$ cat src/rtl/seg7_595_scan_driver.sv
`default_nettype none
// ============================================================================
// seg7_595_scan_driver : multiplexed N-digit 7-segment driver for a 2x74HC595
// chain. Define SEG7_LEADING_ZERO_BLANK_EN for leading-zero suppression.
// Rev 1.0
// ============================================================================
module seg7_595_scan_driver #(
    parameter int NUM_DIGITS     = 8,
    parameter int CLK_DIV        = 12500,
    parameter bit SEG_ACTIVE_LOW = 1'b0,
    parameter bit DIG_ACTIVE_LOW = 1'b1
) (
    input  logic                    clk,
    input  logic                    rst,
    input  logic [4*NUM_DIGITS-1:0] digit_data,
    input  logic [NUM_DIGITS-1:0]   dp_in,
    input  logic [NUM_DIGITS-1:0]   blank_in,
    input  logic                    enable,
    output logic                    sclk,
    output logic                    sdata,
    output logic                    rclk,
    output logic                    srclr_n,
    output logic [2:0]              digit_idx,
    output logic                    frame_done
);

    localparam int               CNT_W    = (CLK_DIV > 1) ? $clog2(CLK_DIV) : 1;
    localparam logic [CNT_W-1:0] CNT_MAX  = CNT_W'(CLK_DIV - 1);
    localparam logic [2:0]       LAST_IDX = 3'(NUM_DIGITS - 1);

    typedef enum logic [2:0] {
        CLEAR    = 3'd0,
        IDLE     = 3'd1,
        SHIFT_LO = 3'd2,
        SHIFT_HI = 3'd3,
        LATCH_HI = 3'd4,
        LATCH_LO = 3'd5
    } state_t;

    state_t           state;
    logic [CNT_W-1:0] tick_cnt;
    logic             tick;
    logic [3:0]       bit_idx;

    // Snapshot storage is always 8 digits wide so digit_idx indexes it directly.
    logic [31:0] snap_data;
    logic [7:0]  snap_dp;
    logic [7:0]  snap_blank;

    logic [31:0] data_ext;
    logic [7:0]  dp_ext;
    logic [7:0]  blank_ext;
    logic [7:0]  lz_blank;
    logic [3:0]  nibble;
    logic [7:0]  seg;
    logic [7:0]  dsel;
    logic [15:0] word;

    assign data_ext  = 32'(digit_data);
    assign dp_ext    = 8'(dp_in);
    assign blank_ext = 8'(blank_in);
    assign tick      = (tick_cnt == CNT_MAX);

    function automatic logic [6:0] hex7(input logic [3:0] v);
        case (v)
            4'h0: hex7 = 7'h3F;  4'h1: hex7 = 7'h06;  4'h2: hex7 = 7'h5B;  4'h3: hex7 = 7'h4F;
            4'h4: hex7 = 7'h66;  4'h5: hex7 = 7'h6D;  4'h6: hex7 = 7'h7D;  4'h7: hex7 = 7'h07;
            4'h8: hex7 = 7'h7F;  4'h9: hex7 = 7'h6F;  4'hA: hex7 = 7'h77;  4'hB: hex7 = 7'h7C;
            4'hC: hex7 = 7'h39;  4'hD: hex7 = 7'h5E;  4'hE: hex7 = 7'h79;  default: hex7 = 7'h71;
        endcase
    endfunction

`ifdef SEG7_LEADING_ZERO_BLANK_EN
    logic lz_suppress;

    // Walk down from the top digit; the first nonzero nibble or set dp ends suppression.
    always_comb begin
        lz_blank    = '0;
        lz_suppress = 1'b1;
        for (int i = 7; i >= 1; i--) begin
            if (i < NUM_DIGITS) begin
                if (lz_suppress && (data_ext[4*i +: 4] == 4'd0) && !dp_ext[i]) begin
                    lz_blank[i] = 1'b1;
                end else begin
                    lz_suppress = 1'b0;
                end
            end
        end
    end
`else
    assign lz_blank = '0;
`endif

    always_comb begin
        nibble = snap_data[{digit_idx, 2'b00} +: 4];
        seg    = snap_blank[digit_idx] ? 8'h00 : {snap_dp[digit_idx], hex7(nibble)};
        if (SEG_ACTIVE_LOW) begin
            seg = ~seg;
        end
        for (int k = 0; k < 8; k++) begin
            dsel[k] = ((k < NUM_DIGITS) && (digit_idx == 3'(k))) ^ DIG_ACTIVE_LOW;
        end
        word = {seg, dsel};
    end

    always_ff @(posedge clk) begin
        if (rst || tick) begin
            tick_cnt <= '0;
        end else begin
            tick_cnt <= tick_cnt + 1'b1;
        end
    end

    always_ff @(posedge clk) begin
        if (rst) begin
            state      <= CLEAR;
            sclk       <= 1'b0;
            sdata      <= 1'b0;
            rclk       <= 1'b0;
            srclr_n    <= 1'b0;
            digit_idx  <= 3'd0;
            bit_idx    <= 4'd0;
            frame_done <= 1'b0;
            snap_data  <= '0;
            snap_dp    <= '0;
            snap_blank <= '0;
        end else begin
            frame_done <= 1'b0;
            if (tick) begin
                case (state)
                    CLEAR: begin
                        srclr_n <= 1'b1;
                        state   <= IDLE;
                    end
                    IDLE: begin
                        if (enable) begin
                            snap_data  <= data_ext;
                            snap_dp    <= dp_ext;
                            snap_blank <= blank_ext | lz_blank;
                            digit_idx  <= 3'd0;
                            bit_idx    <= 4'd0;
                            state      <= SHIFT_LO;
                        end
                    end
                    SHIFT_LO: begin
                        sclk  <= 1'b0;
                        sdata <= word[bit_idx];
                        state <= SHIFT_HI;
                    end
                    SHIFT_HI: begin
                        sclk <= 1'b1;
                        if (bit_idx == 4'd15) begin
                            state <= LATCH_HI;
                        end else begin
                            bit_idx <= bit_idx + 4'd1;
                            state   <= SHIFT_LO;
                        end
                    end
                    LATCH_HI: begin
                        sclk  <= 1'b0;
                        rclk  <= 1'b1;
                        state <= LATCH_LO;
                    end
                    LATCH_LO: begin
                        rclk    <= 1'b0;
                        bit_idx <= 4'd0;
                        if (digit_idx != LAST_IDX) begin
                            digit_idx <= digit_idx + 3'd1;
                            state     <= SHIFT_LO;
                        end else begin
                            frame_done <= 1'b1;
                            digit_idx  <= 3'd0;
                            if (enable) begin
                                snap_data  <= data_ext;
                                snap_dp    <= dp_ext;
                                snap_blank <= blank_ext | lz_blank;
                                state      <= SHIFT_LO;
                            end else begin
                                state <= IDLE;
                            end
                        end
                    end
                    default: state <= CLEAR;
                endcase
            end
        end
    end

endmodule
`default_nettype wire

$ cat config.mk
export PLATFORM = sky130hd
export DESIGN_NAME = seg7_595_scan_driver
export DESIGN_NICKNAME = d
export VERILOG_FILES = /design/src/rtl/seg7_595_scan_driver.sv
export SDC_FILE = /design/constraint.sdc
export NUM_CORES = 1
export LEC_CHECK = 0
export BUFFER_PORTS_ARGS = -buffer_cell sky130_fd_sc_hd__buf_2
export CELL_PAD_IN_SITES_DETAIL_PLACEMENT = 0
export CELL_PAD_IN_SITES_GLOBAL_PLACEMENT = 1
export CORE_UTILIZATION = 42
export DETAILED_ROUTE_END_ITERATION = 10
export PLACE_DENSITY_LB_ADDON = 0.08
export SLEW_MARGIN = 20
export SYNTH_ARGS = -nofsm -noshare
export SYNTH_HDL_FRONTEND = slang
export SYNTH_SLANG_ARGS = --single-unit
$ cat constraint.sdc
create_clock -name clk -period 3.3 [get_ports clk]
set_clock_uncertainty 0.1 [all_clocks]
set_input_delay 0.66 -clock clk [delete_from_list [all_inputs] [get_ports clk]]
set_output_delay 0.66 -clock clk [all_outputs]
set_load 0.005 [all_outputs]
Word level (Yosys, flattened, before mapping)
Memory sizes are Yosys's and may differ from the RTL's. Cells that the tools add are included.

Add/sub/neg operators: 3. Multipliers: 0. Div/mod/pow operators: 0. $lt $le $gt $ge: 2. Equality and inequality tests: 18. Shifts and indexed selects: 1. Mux-type cells: 30. Bitwise operators: 10. Reductions and logical operators: 17.

Operator list (count): two-way mux 32 bit (2); case mux 32 bit (2 select lines) (1); two-way mux 8 bit (5); case mux 8 bit (2 select lines) (2); indexed part select 32 x 6 -> 4 bit (1); equality test 3 bit, second input constant (6); case mux 3 bit (6 select lines) (1); adder 14 x 1 -> 14 bit, second input constant (1); equality test 14 bit, second input constant (1); equality test 3 x 2 -> 1 bit, second input constant (4); two-way mux 3 bit (4); case mux 4 bit (3 select lines) (1); inverter 1 bit (10); AND reduction 2 bit (5); two-way mux 4 bit (2); binary-select mux 1 bit (select 3 bit) (2); equality test 3 x 1 -> 1 bit, second input constant (2); zero test 3 bit (2); != test 2 bit, second input constant (3); case mux 3 bit (2 select lines) (1); AND reduction 3 bit (2); nonzero test 2 bit (3); < comparator 4 x 5 -> 1 bit, second input constant (1); adder 4 x 1 -> 4 bit, second input constant (1); 13 further kinds (18).

Register bits: 77. Latch bits: 0. Memory bits (writable): 0. Bits in read-only memories: 112. Input port bits: 51. Output and inout port bits: 8. Word-level logic and storage cells: 94. Memories: 1.

Memories: (name not given) (depth 16, bits a word 7, rd ports 1, clocked after Yosys merged registers in 0, wr ports 0, RTL line 65) `case (v)`.

Logic depth before layout (Yosys ltp)
Depth after elaboration: 5. Depth in mapped cells: 11. Mapped depth without buffers: 10.

Worst setup path before layout
OpenSTA, ideal clock, no wires.

Path type: reg-to-reg. Start point: register digit_idx[0]. End point: register sdata. Library setup time: 0.079 ns. Arrival time: 2.853 ns. Required time: 3.121 ns. Setup slack: 0.268 ns. Cell stages (with the launch flop): 10. Buffers on the path: 1. Clock period less this slack: 3.032 ns. Cell sequence: dfxtp_1 buf_2 mux4_2 mux2i_1 inv_1 ha_1 mux2_2 a2111oi_0 o211ai_1 o211ai_1.

Longest elaborated chain between the ends: 5. Elaborated cells on any way between the ends: 25. Classes of those cells: 7 x eq/ne; 1 x shift; 7 x mux; 8 x bitwise; 1 x reduce/logical; 1 x memory.

RTL lines: start, declared (RTL line 23) `output logic [2:0] digit_idx,`; start signal, assigned (RTL line 168) `digit_idx <= digit_idx + 3'd1;`; indexed part select 32 x 6 -> 4 bit or binary-select mux 1 bit (select 3 bit) (tied branches) (RTL line 95, 96); memory (16 x 7 bit) or two-way mux 1 bit (tied branches); two-way mux 8 bit (RTL line 96) `seg = snap_blank[digit_idx] ? 8'h00 : {snap_dp[digit_idx], hex7(nibble)};`; binary-select mux 1 bit (select 4 bit) * (RTL line 147) `sdata <= word[bit_idx];`; two-way mux 1 bit (implied by the code) * (RTL line 147); end signal, assigned (RTL line 147); end, declared (RTL line 20) `output logic sdata,`.

Mark *: on every way between the ends. The rest lies on a longest branch, timed or not. The select of a mux whose other input is x is not followed. A chain may end at the register's enable or synchronous reset.

Worst setup path in the final report
Ends and elaborated chain as after synthesis.

==> results.md <==
- Outcome: complete, no violations
- Post-synth ARST share: 0
- Io pins: 59
- Number of core rows: 34
- CP max-delay cell: mux4_2
- First-pass GRT wire length: 14.51 mm
- Hold Path End: snap_data[10]
- Cts hold-fix bufs: 0
- Min-delay src: snap_data[10]
- Critical path capture point type: flop
- Synth Register Bits: 77
- PD cells: 397.3 mW/mm2
- Seq/Total Area, Yosys: 0.4026
- Hold crit path type: flop to flop
- Final Hold Fails: 0
- RSZ-0062 raised after global routing: false
- Critical R2R Launch: digit_idx[0]
- Synth warn: 0
- Final setup viols: 0
- Wire per inst: 13.89 um
- Largest net degree at the start of global routing: 49
- Number of clock sinks: 77
- CP Max Fanout: 7
- Tmin final: 2769 ps
- Most frequent cell after synthesis: nand2_1
- Post-CTS Resized: 0
- CTS tree: built
- Largest area contributor in the netlist: dfxtp_1
- Clock root cell: clkbuf_8
- Initial DRC Count: 112
- Die width: 97.48 um
- # port buffers: 58
- WS Path Type: flop to flop
- Cell depth of the worst flop-to-flop path: 8
- Longest Clk Path Bufs: 2
- Crit path max-delay family: multiplexers
- P_leak: 1.700 nW
- Post-CTS setup buffers: 0
- Post-layout nets: 565
- Most common cell on crit path: o211ai_1
- Crit path launch type: flop
- Max-slew violation count: 0
- Post-synth net total: 518
- Core Box Area: 0.008763 mm2
- Antenna cell count: 0
- Post-Syn Area per Cell: 8.471 um2
- Hold Path Depth: 2
- CP Buf/Inv Count: 1
- Post-synthesis cell count: 452
- Top cell type's share of synthesized area: 0.4026
- Share of cells above drive strength 1: 0.2024
- CTS H-Tree Depth: 3
- Worst R2R End: sdata
- Area Overhead vs Synth: 14.58%
- Grt ovf: 0
- Routability cong.: 0.7816
- Initial core utilization: 0.4369
- Worst-path clk slew: 80 ps
- Global Route Usage Sum: 0.1881
- Top cells by area, synth: dfxtp_1 (40%), nand2_1 (11%), a21oi_1 (7.6%)
- Worst R2R Setup Slack: 530 ps
- CP max stage delay: 550 ps
- Vias per std cell: 5.147
- Post-synth top flop: dfxtp_1
- Synth cell types: 45
- VDD IR max: 0.1922 mV
- Period Utilization, post-route: 0.8392
- Final setup TNS: 0 ps
- Clock latency at the later pin of the worst-skew pair: 350 ps
- Total CTS buffers: 9
- Slew @ Worst Pin: 663.2 ps
- Drt pass-1 iters: 4
- Routed WL: 8.499 mm
- EDFF count, synth: 0
- Die H: 97.48 um
- WP data arrival: 2950 ps
- Worst Path Required: 3480 ps
- Cell Chain, Critical Path: mux4_2, mux2i_1, inv_1, ha_1, mux2_2, a2111oi_0, o211ai_1, o211ai_1
- DP HPWL: 5.956 mm
- Detailed-route DRC error count: 0
- Antenna-violating nets left: 0
- Initial antenna violation count: 0
- F_max: 0.3611 GHz
- Rel. slew slack: 0.5545
- Pwr Total: 1.743 mW
- Die Footprint: 0.009501 mm2
- Vias in the first global route: 2,968
- Post-Syn Area: 0.003829 mm2
- Synth cell count leaders: nand2_1 (116), dfxtp_1 (77), a21oi_1 (58), nor2_1 (25), clkbuf_1 (18)
- MaxCap Viol Count: 0
- Vias: 3,150
## tightest hold or removal path, cell delays in order (launching register included)
cell and delay (ps):
dfxtp_1 320, nand2_1 50, a21oi_1 50
## sequential cells by signal, summed over array words and instances, names as in the netlist
signal / cells
snap_data: 32
frame_done: 1
digit_idx: 3
snap_blank: 8
sdata: 1
tick_cnt: 14
bit_idx: 4
sclk: 1
snap_dp: 8
rclk: 1
srclr_n: 1
state: 3
## worst max-delay path by stage
stage	from	slack, ps	cells after the start	end
finish	digit_idx[0]	530	8	sdata
CTS	digit_idx[0]	510	8	sdata
floorplan	digit_idx[0]	270	9	sdata
global route	digit_idx[0]	240	8	sdata
detailed placement	digit_idx[0]	540	7	sdata
global placement	digit_idx[0]	570	7	sdata
## final cells by class
class	count	area (um2)
timing repair buffer	66	350.3
clock buffer	9	123.9
clock inverter	7	81.33
inverter	11	41.29
tap	108	135.1
fill	902	4377
multi-input combinational	334	2113
sequential	77	1541
## through the flow
| stage | instances | worst slack (ps) | utilization | area [um2] | hold WS, ps |
|---|---|---|---|---|---|
| after floorplan | 452 | 268.2 | - | 3829 | 328.6 |
| after global placement | 596 | 568.8 | 0.4772 | 4182 | 337.6 |
| after detailed placement | 596 | 540.2 | 0.4772 | 4182 | 345.0 |
| after CTS | 612 | 509.9 | 0.5006 | 4387 | 355.9 |
| after global routing | 612 | 239.6 | 0.5006 | 4387 | 377.0 |
| final | 612 | 530.6 | 0.5006 | 4387 | 353.2 |
## layout by cell type, fill, tap and decap left out, types with 2 or more instances in the layout
master	synthesis	final
nand2b_1	5	5
nor2b_1	6	6
clkbuf_8	0	9
inv_6	0	2
inv_1	11	11
a211oi_1	2	2
mux2_2	3	3
clkinv_4	0	2
buf_2	8	58
mux4_2	12	12
mux2i_1	10	10
dfxtp_1	77	77
nand3_1	7	7
o211ai_1	3	3
a21oi_1	58	58
ha_1	15	15
o21ai_0	6	6
and4_1	4	4
a311oi_1	2	2
xor2_1	11	11
nor3_1	9	9
nand4_1	4	4
or3_1	4	4
nand2_1	116	116
xnor2_1	5	5
nand3b_1	4	4
a31oi_1	2	2
and3_1	6	6
buf_4	1	8
nor2_1	25	25
## kinds of logic (layout without fill, tap and decap cells)
kind of cell / Yosys count / count (layout) / share of synthesized area
compound gates: 80 / 80 / 0.1163
flops: 77 / 77 / 0.4026
fa+ha+maj: 15 / 15 / 0.04902
buf+inv: 41 / 93 / 0.04771
xor+xnor: 16 / 16 / 0.03660
simple gates: 197 / 197 / 0.2363
mux: 26 / 26 / 0.1114
## where the power goes
group | total, mW | switching [mW] | internal (mW) | leakage (nW)
Sequential | 0.941 | 0.00860 | 0.932 | 0.621
Combinational | 0.0617 | 0.0320 | 0.0296 | 0.974
Clock | 0.740 | 0.379 | 0.361 | 0.106
Total | 1.74 | 0.419 | 1.32 | 1.70
## layer usage
layer / part of all wire / global-route usage
met2: 0.42 / 0.2614
met4: 0.012 / 0.05090
met1: 0.54 / 0.2866
met3: 0.032 / 0.04604
met5: 0 / 0
(Power assumes the default switching activity.)
